File: src/rtl/flash_if_pkg.sv
// Shared definitions for the flash read responder and the flash reader.
// Holds the handshake state encoding, default bus widths and the wait-counter type.
// No logic; compile before any user of these types.
package flash_if_pkg;

  localparam int FLASH_ADDR_W  = 23;
  localparam int FLASH_DATA_W  = 32;
  localparam int FLASH_BURST_W = 6;

  // Wait counter is wide enough for the 0..15 legal range of WAIT_CYCLES.
  localparam int WAIT_CNT_W = 4;
  typedef logic [WAIT_CNT_W-1:0] wait_cnt_t;

  typedef enum logic [1:0] {
    S_IDLE   = 2'd0,
    S_WAIT   = 2'd1,
    S_ACCEPT = 2'd2,
    S_STREAM = 2'd3
  } flash_state_t;

endpackage

File: src/rtl/flash_rd_return_pipe.sv
// Read-return stage: turns the per-cycle ROM issue strobe into readdatavalid/burst_done.
// Latency: valid and burst_done follow the issue strobe by exactly one cycle.
// No backpressure: every issued word is returned; readdata holds between valid words.
module flash_rd_return_pipe #(
  parameter int DATA_W = 32
) (
  input  logic              clk,
  input  logic              reset,
  input  logic              issue,
  input  logic              last,
  input  logic [DATA_W-1:0] rom_rdata,
  output logic [DATA_W-1:0] readdata,
  output logic              readdatavalid,
  output logic              burst_done
);

  logic              vld_q;
  logic              done_q;
  logic [DATA_W-1:0] hold_q;

  // Delay the issue strobe one cycle to line up with the ROM's registered output,
  // and remember the last returned word so readdata is stable between valids.
  always_ff @(posedge clk or posedge reset) begin
    if (reset) begin
      vld_q  <= 1'b0;
      done_q <= 1'b0;
      hold_q <= '0;
    end else begin
      vld_q  <= issue;
      done_q <= issue & last;
      if (vld_q) begin
        hold_q <= rom_rdata;
      end
    end
  end

  // The synchronous ROM already registers its data, so it passes straight through
  // on valid cycles; otherwise the last returned word is presented.
  assign readdata      = vld_q ? rom_rdata : hold_q;
  assign readdatavalid = vld_q;
  assign burst_done    = done_q;

endmodule

File: src/rtl/flash_read_responder.sv
// Avalon-MM burst read slave in front of a synchronous ROM (IDLE/WAIT/ACCEPT/STREAM).
// Latency: waitrequest low WAIT_CYCLES+1 after read; first word 2 cycles after accept.
// Backpressure: waitrequest high except one ACCEPT cycle; accepted bursts never stall.
module flash_read_responder
  import flash_if_pkg::*;
#(
  parameter int ADDR_W      = FLASH_ADDR_W,
  parameter int DATA_W      = FLASH_DATA_W,
  parameter int BURST_W     = FLASH_BURST_W,
  parameter int WAIT_CYCLES = 2
) (
  input  logic               clk,
  input  logic               reset,
  input  logic               avs_read,
  input  logic [ADDR_W-1:0]  avs_address,
  input  logic [BURST_W-1:0] avs_burstcount,
  output logic               avs_waitrequest,
  output logic [DATA_W-1:0]  avs_readdata,
  output logic               avs_readdatavalid,
  output logic [ADDR_W-1:0]  rom_addr,
  input  logic [DATA_W-1:0]  rom_rdata,
  output logic               burst_done
);

  localparam wait_cnt_t WAIT_INIT = WAIT_CNT_W'(WAIT_CYCLES);

  flash_state_t       state;
  flash_state_t       state_nxt;
  wait_cnt_t          wait_cnt;
  logic [BURST_W-1:0] beats_left;
  logic               issue;
  logic               last_issue;

  // State register; reset drops any burst in flight straight back to IDLE.
  always_ff @(posedge clk or posedge reset) begin
    if (reset) begin
      state <= S_IDLE;
    end else begin
      state <= state_nxt;
    end
  end

  // Next-state logic. The WAIT exit is taken on the cycle the counter steps to
  // zero, so exactly WAIT_CYCLES waitrequest-high cycles precede ACCEPT; with
  // WAIT_CYCLES=0 the WAIT state is skipped entirely.
  always_comb begin
    state_nxt = state;
    case (state)
      S_IDLE: begin
        if (avs_read) begin
          state_nxt = (WAIT_CYCLES == 0) ? S_ACCEPT : S_WAIT;
        end
      end
      S_WAIT: begin
        if (!avs_read) begin
          state_nxt = S_IDLE;
        end else if (wait_cnt == wait_cnt_t'(1)) begin
          state_nxt = S_ACCEPT;
        end
      end
      S_ACCEPT: begin
        state_nxt = S_STREAM;
      end
      S_STREAM: begin
        if (beats_left == BURST_W'(1)) begin
          state_nxt = S_IDLE;
        end
      end
      default: begin
        state_nxt = S_IDLE;
      end
    endcase
  end

  // Outputs decoded from state: one ROM issue per STREAM cycle, waitrequest low only in ACCEPT.
  always_comb begin
    avs_waitrequest = (state != S_ACCEPT);
    issue           = (state == S_STREAM);
    last_issue      = (state == S_STREAM) && (beats_left == BURST_W'(1));
  end

  // Wait counter, captured burst length and ROM address walk.
  // rom_addr is loaded in ACCEPT so the first STREAM cycle already presents the
  // start address; it is not advanced past the final beat.
  always_ff @(posedge clk or posedge reset) begin
    if (reset) begin
      wait_cnt   <= '0;
      beats_left <= '0;
      rom_addr   <= '0;
    end else begin
      case (state)
        S_IDLE: begin
          if (avs_read) begin
            wait_cnt <= WAIT_INIT;
          end
        end
        S_WAIT: begin
          wait_cnt <= wait_cnt - wait_cnt_t'(1);
        end
        S_ACCEPT: begin
          rom_addr   <= avs_address;
          beats_left <= (avs_burstcount == '0) ? BURST_W'(1) : avs_burstcount;
        end
        S_STREAM: begin
          beats_left <= beats_left - BURST_W'(1);
          if (beats_left != BURST_W'(1)) begin
            rom_addr <= rom_addr + ADDR_W'(1);
          end
        end
        default: begin
          wait_cnt <= '0;
        end
      endcase
    end
  end

  flash_rd_return_pipe #(
    .DATA_W(DATA_W)
  ) u_return_pipe (
    .clk          (clk),
    .reset        (reset),
    .issue        (issue),
    .last         (last_issue),
    .rom_rdata    (rom_rdata),
    .readdata     (avs_readdata),
    .readdatavalid(avs_readdatavalid),
    .burst_done   (burst_done)
  );

endmodule

File: config.mk
export PLATFORM = sky130hd
export DESIGN_NAME = flash_read_responder
export DESIGN_NICKNAME = d
export VERILOG_FILES = /design/src/rtl/flash_if_pkg.sv /design/src/rtl/flash_rd_return_pipe.sv /design/src/rtl/flash_read_responder.sv
export SDC_FILE = /design/constraint.sdc
export NUM_CORES = 1
export LEC_CHECK = 0
export BUFFER_PORTS_ARGS = -buffer_cell sky130_fd_sc_hd__buf_4
export CELL_PAD_IN_SITES_DETAIL_PLACEMENT = 0
export CELL_PAD_IN_SITES_GLOBAL_PLACEMENT = 1
export CORE_MARGIN = 3
export CORE_UTILIZATION = 35
export DETAILED_ROUTE_END_ITERATION = 7
export HOLD_SLACK_MARGIN = 0.1
export PLACE_DENSITY_LB_ADDON = 0.1
export SETUP_SLACK_MARGIN = 0.3
export SLEW_MARGIN = 20
export SYNTH_ARGS = -nofsm -noshare
export SYNTH_HDL_FRONTEND = slang
export SYNTH_HIERARCHICAL = 1
export SYNTH_SLANG_ARGS = --single-unit
File: constraint.sdc
create_clock -name clk -period 1.86 [get_ports clk]
set_clock_uncertainty 0.05 [all_clocks]
set_input_delay 0 -clock clk [delete_from_list [all_inputs] [get_ports clk]]
set_output_delay 0 -clock clk [all_outputs]
set_load 0.02 [all_outputs]
==> flow_metrics.tcl, run 1 <==
set metrics [dict create \
    outcome "finished, violations left" \
    synth_top_cell_area_share_pct 47.6 \
    cp_max_fo 8 \
    nFillCells 768 \
    vias 3546 \
    synth_edf_count 0 \
    dp_slack_ns -0.0747 \
    root_buffer "clkbuf_8" \
    syn2layout_area_growth_pct 76.9 \
    violations "setup timing" \
    drv_cap 0 \
    final_cell_mix "buf_4 (137), dlygate4sd3_1 (65), dfrtp_1 (63)" \
    ys_seq_elements 69 \
    core_um2 9910 \
    seq_area_frac_synth_pct 47.6 \
    drt-pass1-iter-count 4 \
    ir_drop_mv 0.662 \
    tritoncts "done" \
    crit_arrival_ns 2.12 \
    hp-class "input port to async pin" \
    synth.distinct_cells 59 \
    multiInputGateArea_um2 1950 \
    cp-end-kind "flip-flop" \
    clk_pin_slew_ns 0.08 \
    drive_gt1_share_pct 48.6 \
    overflow 0 \
    drc 0 \
    final_common_cell "buf_4" \
    crit_type "flip-flop to flip-flop" \
    setup.worst_path.start_class "flip-flop" \
    utilization_pct 64.7 \
    syn_inst 331 \
    tightest_slew_ns 0.505 \
    p_leak_nw 2.92 \
    gr-usage-all-layers_pct 19.9 \
    whs_ns 0.298 \
    setup_slack_ns -0.0907 \
    cts_buffers 9 \
    fin_cells 713 \
    grt_antenna_before_repair 0 \
    die_w_um 108 \
    period_needed_ns 1.95 \
    grt_max_degree 36 \
    rows 36 \
    io_pins 122 \
    ant_nets 0 \
    regToRegStartpoint "beats_left[1]$_DFFE_PP0P_" \
    grt_pass1_vias 3444 \
    rsz0062_at_grt "yes" \
    htreeDepth 3 \
    crit_chain "inv_2 > ha_4 > or4b_4 > nor2_4 > buf_12 > nor3_4 > a311oi_1 > a311oi_1" \
    synthArstFlopShare_pct 100 \
    relSlewSlack_pct 66.4 \
    dominantRegCellSynth "dfrtp_1" \
    vias_per_cell 4.97 \
    initial_core_util_pct 36.6 \
    netlist_area_um2 3620 \
    dpl.cell_count 605 \
    ys_warn_count 6 \
    synthTopCellsByArea "dfrtp_1 (48%), mux2_4 (12%), a21oi_1 (4.0%)" \
    hold_viol_final 0 \
    dp_hpwl_um 7510 \
    setup_viol 20 \
    path_common_cell "a311oi_1" \
    required_ns 2.02 \
    wl_um 12100 \
    yosys.area.top_type "dfrtp_1" \
    die_y_um 108 \
    dieArea_um2 11600 \
    antenna_cells 0 \
    drt_iter0_markers 163 \
    drv_slew 0 \
    cts_buffer_depth 2 \
    io_buffers 121 \
    grt_pass1_wl_um 18100 \
    synth_area_per_cell_um2 11.0 \
    critPathLaunch "beats_left[1]$_DFFE_PP0P_" \
    gp_congestion 0.789 \
    post-route-period-util_pct 105 \
    max_freq_mhz 513 \
    tns_ns -0.942 \
    wire_per_inst_um 17.0 \
    seqCellArea_um2 1730 \
    fin_nets 644 \
    slowest_delay_ns 0.50 \
    p_per_area_nw_per_um2 1680 \
    crit_slowest_cell "or4b_4" \
    clock_latency_ns 0.35 \
    clock_sinks 69 \
    syn-num-nets 400 \
]
worst max-delay path, delay by kind of cell (launching register included):
family,cells,cell delay (ns)
compound gates,2,0.35
flops,1,0.39
buf+inv,2,0.22
simple gates,3,0.67
fa+ha+maj,1,0.13
final timing paths:
path	endpoint	slack [ns]	depth (start not counted)
max	rom_addr[18]$_DFFE_PP0P_	-0.09	8
min	beats_left[3]$_DFFE_PP0P_	0.30	4
max reg2reg	rom_addr[18]$_DFFE_PP0P_	-0.09	8
min reg2reg	u_return_pipe/hold_q[25]$_DFF_PP0_	0.45	1
max in group asynchronous	u_return_pipe/hold_q[20]$_DFF_PP0_	0.59	5
min in group clk	rom_addr[9]$_DFFE_PP0P_	0.37	3
flip-flops by register name, summed over array words and instances (netlist names), named ones only:
signal	cells
beats_left	6
u_return_pipe/readdatavalid	1
u_return_pipe/burst_done	1
u_return_pipe/hold_q	32
wait_cnt	4
rom_addr	23
state	1
final cells by class:
cell class                      count  area share [%]
Timing Repair Buffer              251            35.9
Multi-Input combinational cell    232            30.4
Sequential cell                    69            27.0
Tap cell                          133            2.60
Clock buffer                       10            1.99
Clock inverter                      6            1.37
Inverter                           12           0.702
cell usage after synthesis (5+ instances only):
cell type,count
nand3_1,11
ha_1,5
nand2_1,28
a21oi_1,29
o21ai_0,16
inv_1,11
nor3_1,5
clkbuf_1,9
dfrtp_1,69
mux2_4,30
a22oi_1,7
nor2_1,22
o22ai_1,7
nand4_1,7
per-stage QoR:
stage	area (um^2)	power, mW
6_report	6410	10.7
5_1_grt	6410	11.4
4_1_cts	5980	9.89
3_5_place_dp	4890	8.11
3_3_place_gp	4890	8.05
2_1_floorplan	3650	6.12
where the power goes:
group | total (mW) | switching [mW] | internal [mW] | leakage (nW)
registers | 2.82 | 0.617 | 2.21 | 0.781
clock network | 1.36 | 0.605 | 0.756 | 0.110
logic | 6.56 | 3.25 | 3.31 | 2.03
routing by layer:
layer	share of wire [%]	wire length (um)	track usage [%]
met1	46	5600	27.4
met2	49	5930	31.7
met3	4.2	510	3.42
met4	0.87	106	6.49
met5	0	0	0
timing repair:
item / 4_1_cts / 5_1_grt
setup buffers: 8 / 14
hold buffers: 65 / 0
hold endpoints to repair: 136 / 0
resized for setup: 26 / 64
gates cloned: 2 / 3
endpoints found under the setup margin: 30 / 50
pin swaps: 14 / 14
cell families (layout without fill, tap and decap cells):
family,after synthesis,after routing,synth area share (%)
muxes,35,35,13.9
DFF,69,69,47.6
adders and majority gates,5,5,1.73
buffers and inverters,31,279,4.97
AOI/OAI and AO/OA,95,96,17.3
and+or+nand+nor,96,96,14.5
(Power assumes the default switching activity.)
==> inputs of run 2 (changes only) <==
- SETUP_SLACK_MARGIN: 0.3 -> not set
==> flow_metrics.tcl, run 2 (same netlist as run 1, synthesis figures left out) <==
set metrics [dict create \
    outcome "finished, violations left" \
    violations "setup timing" \
    post-route-period-util_pct 102 \
    rows 36 \
    drc 0 \
    fin_cells 696 \
    antenna_cells 0 \
    whs_ns 0.261 \
    clk_pin_slew_ns 0.08 \
    period_needed_ns 1.91 \
    use_met3_pct 4.02 \
    hold_viol_final 0 \
    vias_per_cell 4.93 \
    wire_per_inst_um 16.0 \
    p_leak_nw 2.72 \
    drv_slew 0 \
    dp_hpwl_um 7620 \
    hp-class "input port to async pin" \
    drt_iter0_markers 128 \
    crit_slowest_cell "or4b_4" \
    dpl.cell_count 610 \
    p_per_area_nw_per_um2 1620 \
    max_freq_mhz 525 \
    fin_total_pwr_mw 9.54 \
    gr-usage-all-layers_pct 19.2 \
    drt-pass1-iter-count 4 \
    dp_slack_ns -0.113 \
    tightest_slew_ns 0.488 \
    top_register "u_return_pipe/hold_q" \
    root_buffer "clkbuf_8" \
    grt_util_met2_pct 31.7 \
    drv_cap 0 \
    rsz0062_at_grt "yes" \
    required_ns 2.04 \
    reg2reg_depth 9 \
    die_w_um 108 \
    clock_latency_ns 0.35 \
    io_buffers 121 \
    dieArea_um2 11600 \
    r2r-end "rom_addr[20]$_DFFE_PP0P_" \
    overflow 0 \
    cts_buffers 9 \
    gp_congestion 0.793 \
    clock_sinks 69 \
    syn2layout_area_growth_pct 62.0 \
    cp_max_fo 4 \
    relSlewSlack_pct 67.5 \
    core_um2 9910 \
    crit_chain "inv_2 > ha_4 > or4b_4 > nor2_4 > buf_6 > buf_6 > o41ai_1 > a21oi_1 > a21oi_1" \
    crit_arrival_ns 2.09 \
    drive_gt1_share_pct 44.2 \
    top_usage_layer "met2" \
    final_cell_mix "buf_4 (164), dfrtp_1 (66), dlygate4sd3_1 (64)" \
    grt_pass1_wl_um 17700 \
    largest_registers "u_return_pipe/hold_q (32), rom_addr (23), beats_left (6)" \
    largest_reg_flops 32 \
    grt_max_degree 36 \
    htreeDepth 3 \
    critPathBufInv 3 \
    fin_nets 627 \
    ir_drop_mv 0.641 \
    setup.worst_path.start_class "flip-flop" \
    final_area_um2 5870 \
    grt_antenna_before_repair 0 \
    cp-end-kind "flip-flop" \
    io_pins 122 \
    placed_cell_area_um2 4930 \
    cts_buffer_depth 2 \
    grt_pass1_vias 3520 \
    final_common_cell "buf_4" \
    tritoncts "done" \
    setup_slack_ns -0.0458 \
    slowest_delay_ns 0.50 \
    use_met1_pct 25.5 \
    ant_nets 0 \
    wl_um 11100 \
    vias 3429 \
    r2r_slack_ns -0.05 \
    crit_type "flip-flop to flip-flop" \
    die_y_um 108 \
    regToRegStartpoint "beats_left[1]$_DFFE_PP0P_" \
    setup_viol 7 \
    cpLargestDelayFamily "simple AND/OR/NAND/NOR gates" \
    initial_core_util_pct 36.6 \
]
run 2: cell types whose count changed in the layout (fill, tap and decap cells not counted), moves of 4 or more:
cell	before	now
a21oi_1	20	27
a21oi_2	10	3
buf_4	137	164
buf_6	43	5
clkbuf_16	4	0
run 2: area by class of cell:
| type | count | area [um^2] |
|---|---|---|
| Fill cell | 846 | 4040 |
| Timing Repair Buffer | 235 | 1970 |
| Multi-Input combinational cell | 231 | 1790 |
| Sequential cell | 69 | 1730 |
| Tap cell | 133 | 166 |
| Clock buffer | 9 | 124 |
| Clock inverter | 7 | 50.0 |
| Inverter | 12 | 45.0 |
run 2: per-stage QoR:
step / setup TNS [ns] / utilization [%]
after floorplan: 0 / -
after global placement: -0.305 / 49.7
after CTS: -0.398 / 58.9
after global routing: -1.43 / 59.2
after detailed placement: -0.906 / 49.7
final: -0.169 / 59.2
run 2: worst max path at each step:
stage	start	to	slack, ns	cells past startpoint
2_1_floorplan	beats_left[1]$_DFFE_PP0P_	rom_addr[18]$_DFFE_PP0P_	0.009	7
3_3_place_gp	beats_left[1]$_DFFE_PP0P_	rom_addr[18]$_DFFE_PP0P_	-0.06	7
3_5_place_dp	beats_left[1]$_DFFE_PP0P_	rom_addr[18]$_DFFE_PP0P_	-0.11	7
4_1_cts	beats_left[1]$_DFFE_PP0P_	rom_addr[18]$_DFFE_PP0P_	-0.05	8
5_1_grt	beats_left[1]$_DFFE_PP0P_	rom_addr[20]$_DFFE_PP0P_	-0.13	9
6_report	beats_left[1]$_DFFE_PP0P_	rom_addr[20]$_DFFE_PP0P_	-0.05	9
run 2: worst min-delay path, cell delays in order:
cell	delay [ns]
dlygate4sd3_1	0.54
buf_4	0.14
inv_1	0.04
buf_4	0.37
run 2: power by group:
| part | switching, mW | internal (mW) |
|---|---|---|
| registers | 0.522 | 2.20 |
| logic | 2.96 | 2.73 |
| clock network | 0.636 | 0.485 |
| total | 4.12 | 5.42 |
run 2: per-layer routing:
| metal | routed length, um | up-vias | share of wire, % |
|---|---|---|---|
| met1 | 5230 | 1624 | 47 |
| met3 | 617 | 9 | 5.5 |
| li1 | - | 1681 | - |
| met4 | 103 | 0 | 0.93 |
| met2 | 5180 | 115 | 47 |
| met5 | 0 | - | 0 |
run 2: timing repair:
| item | CTS | global route |
|---|---|---|
| hold endpoints to repair | 136 | 0 |
| hold buffers | 64 | 0 |
| gates resized for setup | 13 | 10 |
| pin swaps | 14 | 6 |
| setup buffers | 6 | 0 |
| endpoints found under the setup margin | 16 | 20 |
==> inputs of run 3 (changes only) <==
- CTS_CLUSTER_SIZE: not set -> 20
- REMOVE_ABC_BUFFERS: not set -> 1
==> flow_metrics.tcl, run 3 (same netlist as run 1, synthesis figures left out) <==
set metrics [dict create \
    outcome "finished, violations left" \
    violations "setup timing" \
    largest_reg_flops 32 \
    switching_share_pct 41.6 \
    dpl.cell_count 607 \
    io_pins 122 \
    rsz0062_at_grt "yes" \
    reg2reg_depth 8 \
    hp-class "input port to async pin" \
    fin_cells 697 \
    intPower_mw 5.88 \
    period_needed_ns 1.94 \
    drt-pass1-iter-count 4 \
    utilization_pct 60.7 \
    crit_type "flip-flop to flip-flop" \
    antenna_cells 0 \
    clock_latency_ns 0.34 \
    dieArea_um2 11600 \
    core_um2 9910 \
    clock_sinks 69 \
    nFillCells 846 \
    cts_buffer_depth 2 \
    rows 36 \
    overflow 0 \
    tritoncts "done" \
    dp_hpwl_um 7330 \
    relSlewSlack_pct 65.5 \
    vias 3435 \
    ir_drop_mv 0.745 \
    cp-end-kind "flip-flop" \
    clk_pin_slew_ns 0.08 \
    setup.worst_path.start_class "flip-flop" \
    die_y_um 108 \
    die_w_um 108 \
    setup_slack_ns -0.0827 \
    required_ns 2.01 \
    seqCellArea_um2 1730 \
    drt_iter0_markers 174 \
    p_leak_nw 2.76 \
    drc 0 \
    root_buffer "clkbuf_8" \
    grt_pass1_wl_um 17500 \
    gr-usage-all-layers_pct 19.1 \
    drv_cap 0 \
    syn2layout_area_growth_pct 66.0 \
    drv_slew 0 \
    wire_per_inst_um 15.6 \
    top_register "u_return_pipe/hold_q" \
    cp_max_fo 6 \
    clkPwrFrac_pct 14.1 \
    p_per_area_nw_per_um2 1670 \
    tightest_slew_ns 0.517 \
    largest_registers "u_return_pipe/hold_q (32), rom_addr (23), beats_left (6)" \
    grt_max_degree 36 \
    final_cell_mix "buf_4 (163), dfrtp_1 (68), dlygate4sd3_1 (64)" \
    grt_antenna_before_repair 0 \
    comb_power_share_pct 59.2 \
    drive_gt1_share_pct 45.7 \
    vias_per_cell 4.93 \
    post-route-period-util_pct 104 \
    setup_viol 19 \
    final_common_cell "buf_4" \
    io_buffers 121 \
    hold_viol_final 0 \
    crit_arrival_ns 2.09 \
    ant_nets 0 \
    initial_core_util_pct 36.6 \
    seq_power_share_pct 26.7 \
    gp_congestion 0.794 \
    p_switching_mw 4.18 \
    wl_um 10900 \
    max_freq_mhz 515 \
    htreeDepth 3 \
    grt_pass1_vias 3432 \
    fin_nets 628 \
    cts_buffers 9 \
    multiInputGateArea_um2 1860 \
]
## run 3: cell count changes in the layout (fill, tap and decap cells not counted), sizes merged
cell	before	now
buf	171	172
clkbuf	9	11
inv	13	12
bufinv	0	2
clkinvlp	3	0
## run 3: stage by stage
step	area [um^2]	total power [mW]	TNS, ns	hold slack (ns)	setup WS [ns]
finish	6020	10.1	-0.716	0.276	-0.0827
global route	6020	10.8	-2.17	0.307	-0.131
CTS	5900	9.90	-0.567	0.281	-0.0880
detailed placement	4890	8.14	-0.381	0.101	-0.103
global placement	4890	8.08	-0.195	0.0780	-0.0967
floorplan	3490	5.84	-7.01	0.0839	-0.278
## run 3: timing repair
item,4_1_cts,5_1_grt
setup buffers,9,2
pin swaps,18,24
gates resized for setup,14,26
hold buffers,64,0
endpoints found under the hold margin,136,0
endpoints found under the setup margin,15,25
## run 3: layer usage
layer / track usage (%) / routed length (um) / vias up
met1: 27.2 / 5210 / 1626
li1: - / - / 1684
met3: 3.30 / 672 / 10
met2: 29.6 / 4870 / 115
met5: 0 / 0 / -
met4: 6.04 / 129 / 0
## run 3: path summary, 6_finish.rpt
kind                                                          from                            endpoint  slack, ns
worst max-delay path                     beats_left[1]$_DFFE_PP0P_            rom_addr[19]$_DFFE_PP0P_      -0.08
worst min-delay path                                         reset  u_return_pipe/hold_q[23]$_DFF_PP0_       0.28
worst max register to register           beats_left[1]$_DFFE_PP0P_            rom_addr[19]$_DFFE_PP0P_      -0.08
worst min register to register  u_return_pipe/hold_q[15]$_DFF_PP0_  u_return_pipe/hold_q[15]$_DFF_PP0_       0.45
max in group asynchronous                                    reset            rom_addr[21]$_DFFE_PP0P_       1.15
min in group clk                                   avs_address[21]            rom_addr[21]$_DFFE_PP0P_       0.37
## run 3: critical path, stage by stage (launching register included)
cell and delay, ns:
dfrtp_1 0.39, inv_2 0.09, ha_4 0.14, or4b_4 0.52, nor2_4 0.13, buf_12 0.14, nor4_4 0.05, a211oi_2 0.23
a311oi_1 0.07
## run 3: final cells by class
| class | instances | share of cell area, % |
|---|---|---|
| timing repair buffer | 236 | 33.0 |
| multi-input combinational | 231 | 30.9 |
| sequential | 69 | 28.7 |
| tap | 133 | 2.77 |
| clock buffer | 11 | 2.52 |
| clock inverter | 5 | 1.37 |
| inverter | 12 | 0.748 |
## run 3: power by group through the flow
| stage | Sequential (mW) | Combinational [mW] | Clock (mW) |
|---|---|---|---|
| 4_1_cts | 2.66 | 5.78 | 1.45 |
| 3_5_place_dp | 2.67 | 5.47 | 0 |
| 5_1_grt | 2.78 | 6.45 | 1.52 |
| 6_report | 2.69 | 5.95 | 1.42 |
| 3_3_place_gp | 2.67 | 5.42 | 0 |
| 2_1_floorplan | 3.24 | 2.61 | 0 |
